==> config.mk <==
export PLATFORM = sky130hd
export DESIGN_NAME = lighting_sched
export DESIGN_NICKNAME = d
export VERILOG_FILES = /design/src/rtl/lighting_pkg.sv /design/src/rtl/lighting_sched_sat_counter.sv /design/src/rtl/lighting_sched.sv
export SDC_FILE = /design/constraint.sdc
export NUM_CORES = 1
export LEC_CHECK = 0
export ABC_AREA = 1
export CAP_MARGIN = 10
export CELL_PAD_IN_SITES_DETAIL_PLACEMENT = 1
export CELL_PAD_IN_SITES_GLOBAL_PLACEMENT = 1
export CORE_AREA = 2 2 249 251
export CTS_CLUSTER_DIAMETER = 150
export CTS_CLUSTER_SIZE = 20
export DETAILED_ROUTE_END_ITERATION = 8
export DIE_AREA = 0 0 251 253
export HOLD_SLACK_MARGIN = 0.05
export PLACE_DENSITY = 0.73
export RECOVER_POWER = 100
export SYNTH_ARGS = -nofsm -noshare
export SYNTH_HDL_FRONTEND = slang
export SYNTH_SLANG_ARGS = --single-unit
export TNS_END_PERCENT = 5
==> constraint.sdc <==
create_clock -name clk -period 3.55 [get_ports clk]
set_input_delay 0.5325 -clock clk [delete_from_list [all_inputs] [get_ports clk]]
set_output_delay 0.5325 -clock clk [all_outputs]
set_load 0.05 [all_outputs]
==> src/rtl/lighting_pkg.sv <==
// lighting_pkg: shared types for the lighting scheduler.
//   vec3_t        - fp16 {x,y,z} vector (48b)
//   tri_t         - triangle {v0,v1,v2} (144b)
//   rgb_t         - colour {r,g,b} (24b)
//   sched_state_t - scheduler FSM states
//   LIGHT_LATENCY - lighting unit latency from lt_en to lt_valid
package lighting_pkg;
    typedef logic [47:0]  vec3_t;
    typedef logic [143:0] tri_t;
    typedef logic [23:0]  rgb_t;

    typedef enum logic [1:0] {IDLE, ISSUE, WAIT, OUT} sched_state_t;

    localparam int LIGHT_LATENCY = 9;
endpackage

==> src/rtl/lighting_sched_sat_counter.sv <==
// sat_counter: up-counter that sticks at all-ones instead of wrapping.
// Ports:
//   clk, rst_n - clock, asynchronous active-low reset (count resets to 0)
//   clr        - synchronous clear, wins over inc
//   inc        - increment by one unless already saturated
//   cnt        - current count
module sat_counter #(
    parameter int W = 8
) (
    input  logic         clk,
    input  logic         rst_n,
    input  logic         clr,
    input  logic         inc,
    output logic [W-1:0] cnt
);
    logic [W-1:0] cnt_q, cnt_d;

    always_comb begin
        cnt_d = cnt_q;
        if (clr)
            cnt_d = '0;
        else if (inc && (cnt_q != '1))
            cnt_d = cnt_q + {{(W-1){1'b0}}, 1'b1};
    end

    always_ff @(posedge clk or negedge rst_n) begin
        if (!rst_n) cnt_q <= '0;
        else        cnt_q <= cnt_d;
    end

    assign cnt = cnt_q;
endmodule

==> src/rtl/lighting_sched.sv <==
// lighting_sched: sequencer for the single, non-pipelined lighting unit.
// Takes one triangle at a time, launches a lighting job with a one-cycle
// lt_en pulse, holds the operands until the job resolves, and forwards lit
// triangles downstream with their shaded colour. Culled and timed-out jobs
// are dropped. Owns the light-vector config register.
// Ports:
//   in_valid/in_ready/in_tri/in_rgb      - upstream triangle handshake
//   cfg_lv_wr/cfg_lv                     - light-vector config write
//   lt_en/lt_triangle/lt_light_vec/lt_rgb - lighting unit launch + operands
//   lt_valid/lt_illuminated/lt_out_rgb   - lighting unit result
//   out_valid/out_ready/out_tri/out_rgb  - downstream handshake
//   busy, timeout_err (sticky)           - status
// Build option: define LIGHT_STATS_EN to add stat_lit/stat_culled/
// stat_timeout saturating job-outcome counters.
module lighting_sched
    import lighting_pkg::*;
#(
    parameter int TIMEOUT_CYC = 64,
    parameter int CNT_W       = 32
) (
    input  logic          clk,
    input  logic          rst_n,
    input  logic          in_valid,
    output logic          in_ready,
    input  logic [143:0]  in_tri,
    input  logic [23:0]   in_rgb,
    input  logic          cfg_lv_wr,
    input  logic [47:0]   cfg_lv,
    output logic          lt_en,
    output logic [143:0]  lt_triangle,
    output logic [47:0]   lt_light_vec,
    output logic [23:0]   lt_rgb,
    input  logic          lt_valid,
    input  logic          lt_illuminated,
    input  logic [23:0]   lt_out_rgb,
    output logic          out_valid,
    input  logic          out_ready,
    output logic [143:0]  out_tri,
    output logic [23:0]   out_rgb,
    output logic          busy,
    output logic          timeout_err
`ifdef LIGHT_STATS_EN
    ,
    output logic [CNT_W-1:0] stat_lit,
    output logic [CNT_W-1:0] stat_culled,
    output logic [CNT_W-1:0] stat_timeout
`endif
);
    // A watchdog shorter than the unit's own latency would abandon every job.
    localparam int TO_CYC = (TIMEOUT_CYC > LIGHT_LATENCY) ? TIMEOUT_CYC : LIGHT_LATENCY + 1;
    localparam int WD_W   = $clog2(TO_CYC + 1);

    sched_state_t    state_q, state_d;
    tri_t            op_tri_q, op_tri_d;
    rgb_t            op_rgb_q, op_rgb_d;
    rgb_t            res_rgb_q, res_rgb_d;
    vec3_t           lv_q, lv_d;
    vec3_t           pend_lv_q, pend_lv_d;
    logic            pend_q, pend_d;
    logic            timeout_err_q, timeout_err_d;
    logic            in_ready_q, in_ready_d;
    logic            lt_en_q, lt_en_d;
    logic            out_valid_q, out_valid_d;
    logic            busy_q, busy_d;
    logic [WD_W-1:0] wd_cnt;
    logic            job_lit, job_cull, job_to;

    // Watchdog: cleared on issue, counts every WAIT cycle.
    sat_counter #(.W(WD_W)) u_wd (
        .clk   (clk),
        .rst_n (rst_n),
        .clr   (state_q == ISSUE),
        .inc   (state_q == WAIT),
        .cnt   (wd_cnt)
    );

    assign job_lit  = (state_q == WAIT) && lt_valid && lt_illuminated;
    assign job_cull = (state_q == WAIT) && lt_valid && !lt_illuminated;
    // Count is 0 on the first WAIT cycle, so TO_CYC-1 is the last allowed one.
    assign job_to   = (state_q == WAIT) && !lt_valid && (wd_cnt == WD_W'(TO_CYC - 1));

    always_comb begin
        state_d       = state_q;
        op_tri_d      = op_tri_q;
        op_rgb_d      = op_rgb_q;
        res_rgb_d     = res_rgb_q;
        lv_d          = lv_q;
        pend_lv_d     = pend_lv_q;
        pend_d        = pend_q;
        timeout_err_d = timeout_err_q | job_to;

        // Light vector only changes in IDLE so an in-flight job keeps its
        // operand; writes while busy park in the pending slot (last wins).
        if (state_q == IDLE) begin
            if (cfg_lv_wr)   lv_d = cfg_lv;
            else if (pend_q) lv_d = pend_lv_q;
            pend_d = 1'b0;
        end else if (cfg_lv_wr) begin
            pend_d    = 1'b1;
            pend_lv_d = cfg_lv;
        end

        case (state_q)
            IDLE: if (in_valid) begin
                op_tri_d = in_tri;
                op_rgb_d = in_rgb;
                state_d  = ISSUE;
            end
            ISSUE: state_d = WAIT;
            WAIT: begin
                if (lt_valid) begin
                    res_rgb_d = lt_out_rgb;
                    state_d   = lt_illuminated ? OUT : IDLE;
                end else if (job_to) begin
                    state_d = IDLE;
                end
            end
            OUT:     if (out_ready) state_d = IDLE;
            default: state_d = IDLE;
        endcase

        // Handshake/status outputs are registered off the next state.
        in_ready_d  = (state_d == IDLE);
        lt_en_d     = (state_d == ISSUE);
        out_valid_d = (state_d == OUT);
        busy_d      = (state_d != IDLE);
    end

    always_ff @(posedge clk or negedge rst_n) begin
        if (!rst_n) begin
            state_q       <= IDLE;
            op_tri_q      <= '0;
            op_rgb_q      <= '0;
            res_rgb_q     <= '0;
            lv_q          <= '0;
            pend_lv_q     <= '0;
            pend_q        <= 1'b0;
            timeout_err_q <= 1'b0;
            in_ready_q    <= 1'b1;
            lt_en_q       <= 1'b0;
            out_valid_q   <= 1'b0;
            busy_q        <= 1'b0;
        end else begin
            state_q       <= state_d;
            op_tri_q      <= op_tri_d;
            op_rgb_q      <= op_rgb_d;
            res_rgb_q     <= res_rgb_d;
            lv_q          <= lv_d;
            pend_lv_q     <= pend_lv_d;
            pend_q        <= pend_d;
            timeout_err_q <= timeout_err_d;
            in_ready_q    <= in_ready_d;
            lt_en_q       <= lt_en_d;
            out_valid_q   <= out_valid_d;
            busy_q        <= busy_d;
        end
    end

    assign in_ready     = in_ready_q;
    assign lt_en        = lt_en_q;
    assign lt_triangle  = op_tri_q;
    assign lt_rgb       = op_rgb_q;
    assign lt_light_vec = lv_q;
    assign out_valid    = out_valid_q;
    assign out_tri      = op_tri_q;
    assign out_rgb      = res_rgb_q;
    assign busy         = busy_q;
    assign timeout_err  = timeout_err_q;

`ifdef LIGHT_STATS_EN
    sat_counter #(.W(CNT_W)) u_stat_lit (
        .clk(clk), .rst_n(rst_n), .clr(1'b0), .inc(job_lit), .cnt(stat_lit));
    sat_counter #(.W(CNT_W)) u_stat_culled (
        .clk(clk), .rst_n(rst_n), .clr(1'b0), .inc(job_cull), .cnt(stat_culled));
    sat_counter #(.W(CNT_W)) u_stat_timeout (
        .clk(clk), .rst_n(rst_n), .clr(1'b0), .inc(job_to), .cnt(stat_timeout));
`else
    // Outcome strobes and the counter width only feed the stats build.
    logic unused_stats;
    assign unused_stats = job_lit | job_cull | (CNT_W > 0);
`endif
endmodule

* Word level (Yosys, flattened, before mapping) *
Index checks and enable logic that the tools add are counted.

word-level totals
  bits in writable memories = 0
  output and inout bits = 389
  ROM bits = 0
  register bits = 303
  logic and storage cells = 49
  latch bits = 0
  memories = 0

cells by class
  bitwise logic cells = 2
  $add $sub $neg = 1
  equality and inequality tests = 7
  shift-type cells = 0
  reductions and logical operators = 14
  div/mod/pow operators = 0
  multipliers = 0
  multiplexer cells = 12
  order comparisons = 0

operator list
  cell                   count
  $mux W48               2
  $mux W7                2
  $mux W2                5
  $pmux W2 S4            1
  $reduce_and A2 Y1      4
  $reduce_bool A2 Y1     4
  $add A7 B1 Y7 const B  1
  $eq A7 B6 Y1 const B   1
  $ne A7 B7 Y1 const B   1
  $eq A2 B2 Y1 const B   3
  $eq A2 B1 Y1 const B   2
  $logic_not A2 Y1       2
  $logic_and A1 B1 Y1    3
  $mux W1                2
  $logic_not A1 Y1       1
  $not A1 Y1             1
  $or A1 B1 Y1           1

* Longest topological paths before layout *
  depth after elaboration = 7
  mapped depth = 9
  depth with buffers taken out = 7

* By module *
From an unflattened synthesis, not the netlist that was laid out.

second synthesis, totals
  cells, all modules = 1524
  area total of the unflattened synthesis = 13133.8 um^2

modules (own cells, without submodules)
  module          times used  cells an instance  area an instance (um^2)  seq. area each (um^2)
  lighting_sched  1           1462               12692.2                  7408.4
  sat_counter     1           62                 441.7                    175.2

* Worst setup path before layout *
Ideal clock, no wire load.

  kind = input-to-reg
  from = input cfg_lv_wr
  to = register lv_q[10], in the netlist lt_light_vec[10]
  data required time = 3.424 ns
  library setup time = 0.126 ns
  stages = 6
  path buffers = 3
  setup slack = 2.112 ns
  arrival = 1.312 ns
  path through = buf_2 inv_2 a21oi_2 buf_4 buf_2 a21oi_1

on the way
  word-level cells in the longest chain between the ends = 2
  elaborated cells on any way between the ends = 3
  those cells by class = 1 x mux; 2 x reduce/logical

RTL lines
  element                              line                   source
  from (decl)                          lighting_sched.sv:27   input logic cfg_lv_wr,
  $reduce_bool A2 Y1 (no source line)  -
  $reduce_and A2 Y1 (no source line)   -
  to (signal assigned)                 lighting_sched.sv:148  lv_q <= lv_d;
  to (decl)                            lighting_sched.sv:57   vec3_t lv_q, lv_d;

Several ways; a longest one is shown, not always the timed one.
A chain may end at the register's enable or synchronous reset.

* Worst setup path after layout *
  from = register state_q[0]
  to = register lv_q[25], in the netlist lt_light_vec[25]

on the way
  word-level cells in the longest chain between the ends = 2

RTL lines
  element                             line                   source
  from (decl)                         lighting_sched.sv:53   sched_state_t state_q, state_d;
  from (signal assigned)              lighting_sched.sv:144  state_q <= state_d;
  $logic_not A2 Y1                    lighting_sched.sv:94   if (state_q == IDLE) begin
  $reduce_and A2 Y1 (no source line)  -

Every way passes these cells.

==> impl_results.md <==
* Sequential area share after synthesis at 58.1%
* Synth Register Bits at 303
* CTS tree: built
* Period Utilization, post-route at 76.5%
* Die X at 251 um
* Crit-path cells: inv_1 -> nand2_1 -> a21oi_4 -> clkbuf_2 -> nor2_1 -> a21oi_1
* Number of synthesized flops with an enable pin at 0
* RSZ-0062 raised after global routing: false
* Status: finished with violations
* Worst clock skew at 0.0229 ns
* Antenna violations before repair at 6
* Hold buffers post-CTS at 1
* Initial Utilization at 21.4%
* Routed Antenna Nets at 0
* Die Height at 253 um
* HP Class: in -> reg
* Clk sinks at 303
* Syn-to-layout area delta at 49.9%
* Ys async rst share at 100%
* Longest Clk Path Bufs at 3
* FILL cells at 7072
* Startpoint Class: register
* Hpwl dp at 38.5 mm
* Hold slack at 0.316 ns
* Min Tclk post-route at 2.71 ns
* Setup Viol. Count Final at 0
* Yosys warning count at 0
* Global route total overflow at 0
* Vias in the first global route at 12.4k
* DRT iter0 DRCs at 549
* Cell with the most instances after synthesis: nand2_1
* Hold Vio Cnt, Final at 0
* Worst-margin pin slew at 1.99 ns
* TritonRoute pass-1 iters at 6
* CP max-delay cell: clkbuf_2
* Met3 Use GR at 3.27%
* FP Rows at 91
* Slew Viols, Final at 186
* Nets at 2217
* Worst-path maximum fanout at 96
* Cells after Synth at 1511
* Vias at 11.6k
* Busiest grt layer: met2
* Rel. slew slack at -32.7%
* CP Data Required Time at 3.98 ns
* CTS Buf Count at 19
* Global-route wire length before repair at 75.4 mm
* Depth of the CTS H-tree at 1
* Top-area cell type share of the netlist area at 57.9%
* Setup bufs post-CTS at 0
* Max-cap check violation count at 3
* Netlist Area Pre-Place at 13100 sq um
* Met2 usage at 27.4%
* DR WL/cell at 18.4 um
* # port buffers at 635
* Detailed Route WL at 50.8 mm
* Primary FF master, synth: dfrtp_1
* Clk slew on worst S/H paths at 0.09 ns
* Tot GR Track Use at 15.2%
* Synth area leader: dfrtp_1
* Layout cells sized above 1 at 2.03%
* WP data arrival at 3.14 ns
* Met1 usage at 17.5%
* Clock root cell: clkbuf_16
* Final TNS setup at 0 ns
* List of most frequent post-synthesis cells: nand2_1, dfrtp_1, buf_4, o21ai_0, inv_1
* GPL Wtd Cong at 0.826
* Core Area at 61000 sq um
* Failing checks: max-capacitance violations, max-slew violations
* Clock Latency Late Sink at 0.53 ns
* Fmax at 368 MHz
* Syn avg cell area at 8.64 sq um
* Syn nets at 1759
* Max stage delay on crit path at 1.40 ns
* Fin util at 32.1%
* DRC Markers at 0
* Vias per inst at 4.20
* DIE AREA at 63500 sq um
* Distinct cell type count after synthesis at 20
* Area contributors post-synth: dfrtp_1, nand2_1, buf_4, o21ai_0, a21oi_1
* # IOs at 636
* Pin count of the biggest net entering global routing at 118
* Cts repair resizes at 0
* Crit. End Element: register
* Crit path kind: reg -> reg
worst paths after layout:
kind                              from                to  slack (ns)  cells after the start
setup / recovery            state_q[0]  lt_light_vec[25]        0.84                      6
setup reg to reg            state_q[0]  lt_light_vec[25]        0.84                      6
max in group asynchronous        rst_n   lt_triangle[22]        0.91                      3
hold / removal               cfg_lv_wr            pend_q        0.32                      3
min in group asynchronous        rst_n  lt_triangle[129]        0.63                      2
hold reg to reg            timeout_err       timeout_err        0.47                      2
worst max-delay path: cells and delay by family, from the launching register on:
| kind | cells | cell delay, ns |
|---|---|---|
| flip-flops | 1 | 0.41 |
| buffers and inverters | 2 | 1.48 |
| AO/OA/AOI/OAI | 2 | 0.36 |
| AND/OR/NAND/NOR | 2 | 0.27 |
per-layer routing:
metal	share of wire, %	routed length (um)
met3	6.2	3130
met2	51	25800
met1	39	19700
met4	4.0	2040
met5	0.095	48
flip-flops by register name, indices dropped and copies added (netlist names):
| name | count |
|---|---|
| lt_triangle | 144 |
| lt_light_vec | 48 |
| pend_lv_q | 48 |
| lt_rgb | 24 |
| out_rgb | 24 |
| u_wd.cnt | 7 |
| state_q | 2 |
| busy | 1 |
| in_ready | 1 |
| lt_en | 1 |
| out_valid | 1 |
| pend_q | 1 |
| timeout_err | 1 |
metrics by stage:
step | cells | cell area [sq um] | setup slack (ns)
6_report | 2760 | 19600 | 0.836
5_1_grt | 2760 | 19600 | 0.503
4_1_cts | 2758 | 19700 | 0.949
3_5_place_dp | 2737 | 19200 | 1.16
3_3_place_gp | 2737 | 19200 | 1.22
2_1_floorplan | 1511 | 13100 | 2.11
cell type report:
cell class,count,area (sq um),area share [%]
diodes,2,5.00,0.0256
well taps,790,988,5.05
inverters,65,249,1.27
multi-input cells,924,3760,19.2
clock buffers,19,475,2.43
repair buffers,656,6500,33.2
clock inverters,1,20.0,0.102
flip-flops and latches,303,7580,38.7
kinds of logic after synthesis:
logic type	Yosys count	share of synthesized area, %
XOR/XNOR	1	0.0671
flip-flops	303	58.1
adder cells (fa/ha/maj)	1	0.0958
AO/OA/AOI/OAI	151	5.83
AND/OR/NAND/NOR	771	22.7
buffers and inverters	284	13.3
cell usage in the layout, fill, tap and decap left out:
cell and n:
inv_2 2, a21oi_4 1, nand2_8 1, o21ai_0 99, ha_1 1, dlygate4sd3_1 390, clkdlybuf4s50_1 244, nand4_1 1
inv_6 1, buf_4 6, inv_16 1, a21oi_1 50, diode_2 2, dfrtp_1 302, clkbuf_1 8, buf_12 2
xor2_1 1, inv_1 62, nand3_1 40, nand2_1 671, buf_8 1, nand3b_1 1, o31ai_1 1, clkbuf_16 19
clkbuf_2 3, clkbuf_4 1, nor2_1 57, buf_2 1, dfstp_2 1
Power is not shown: default switching activity piles up to over one toggle a cycle in this logic, so the estimate is an artifact.
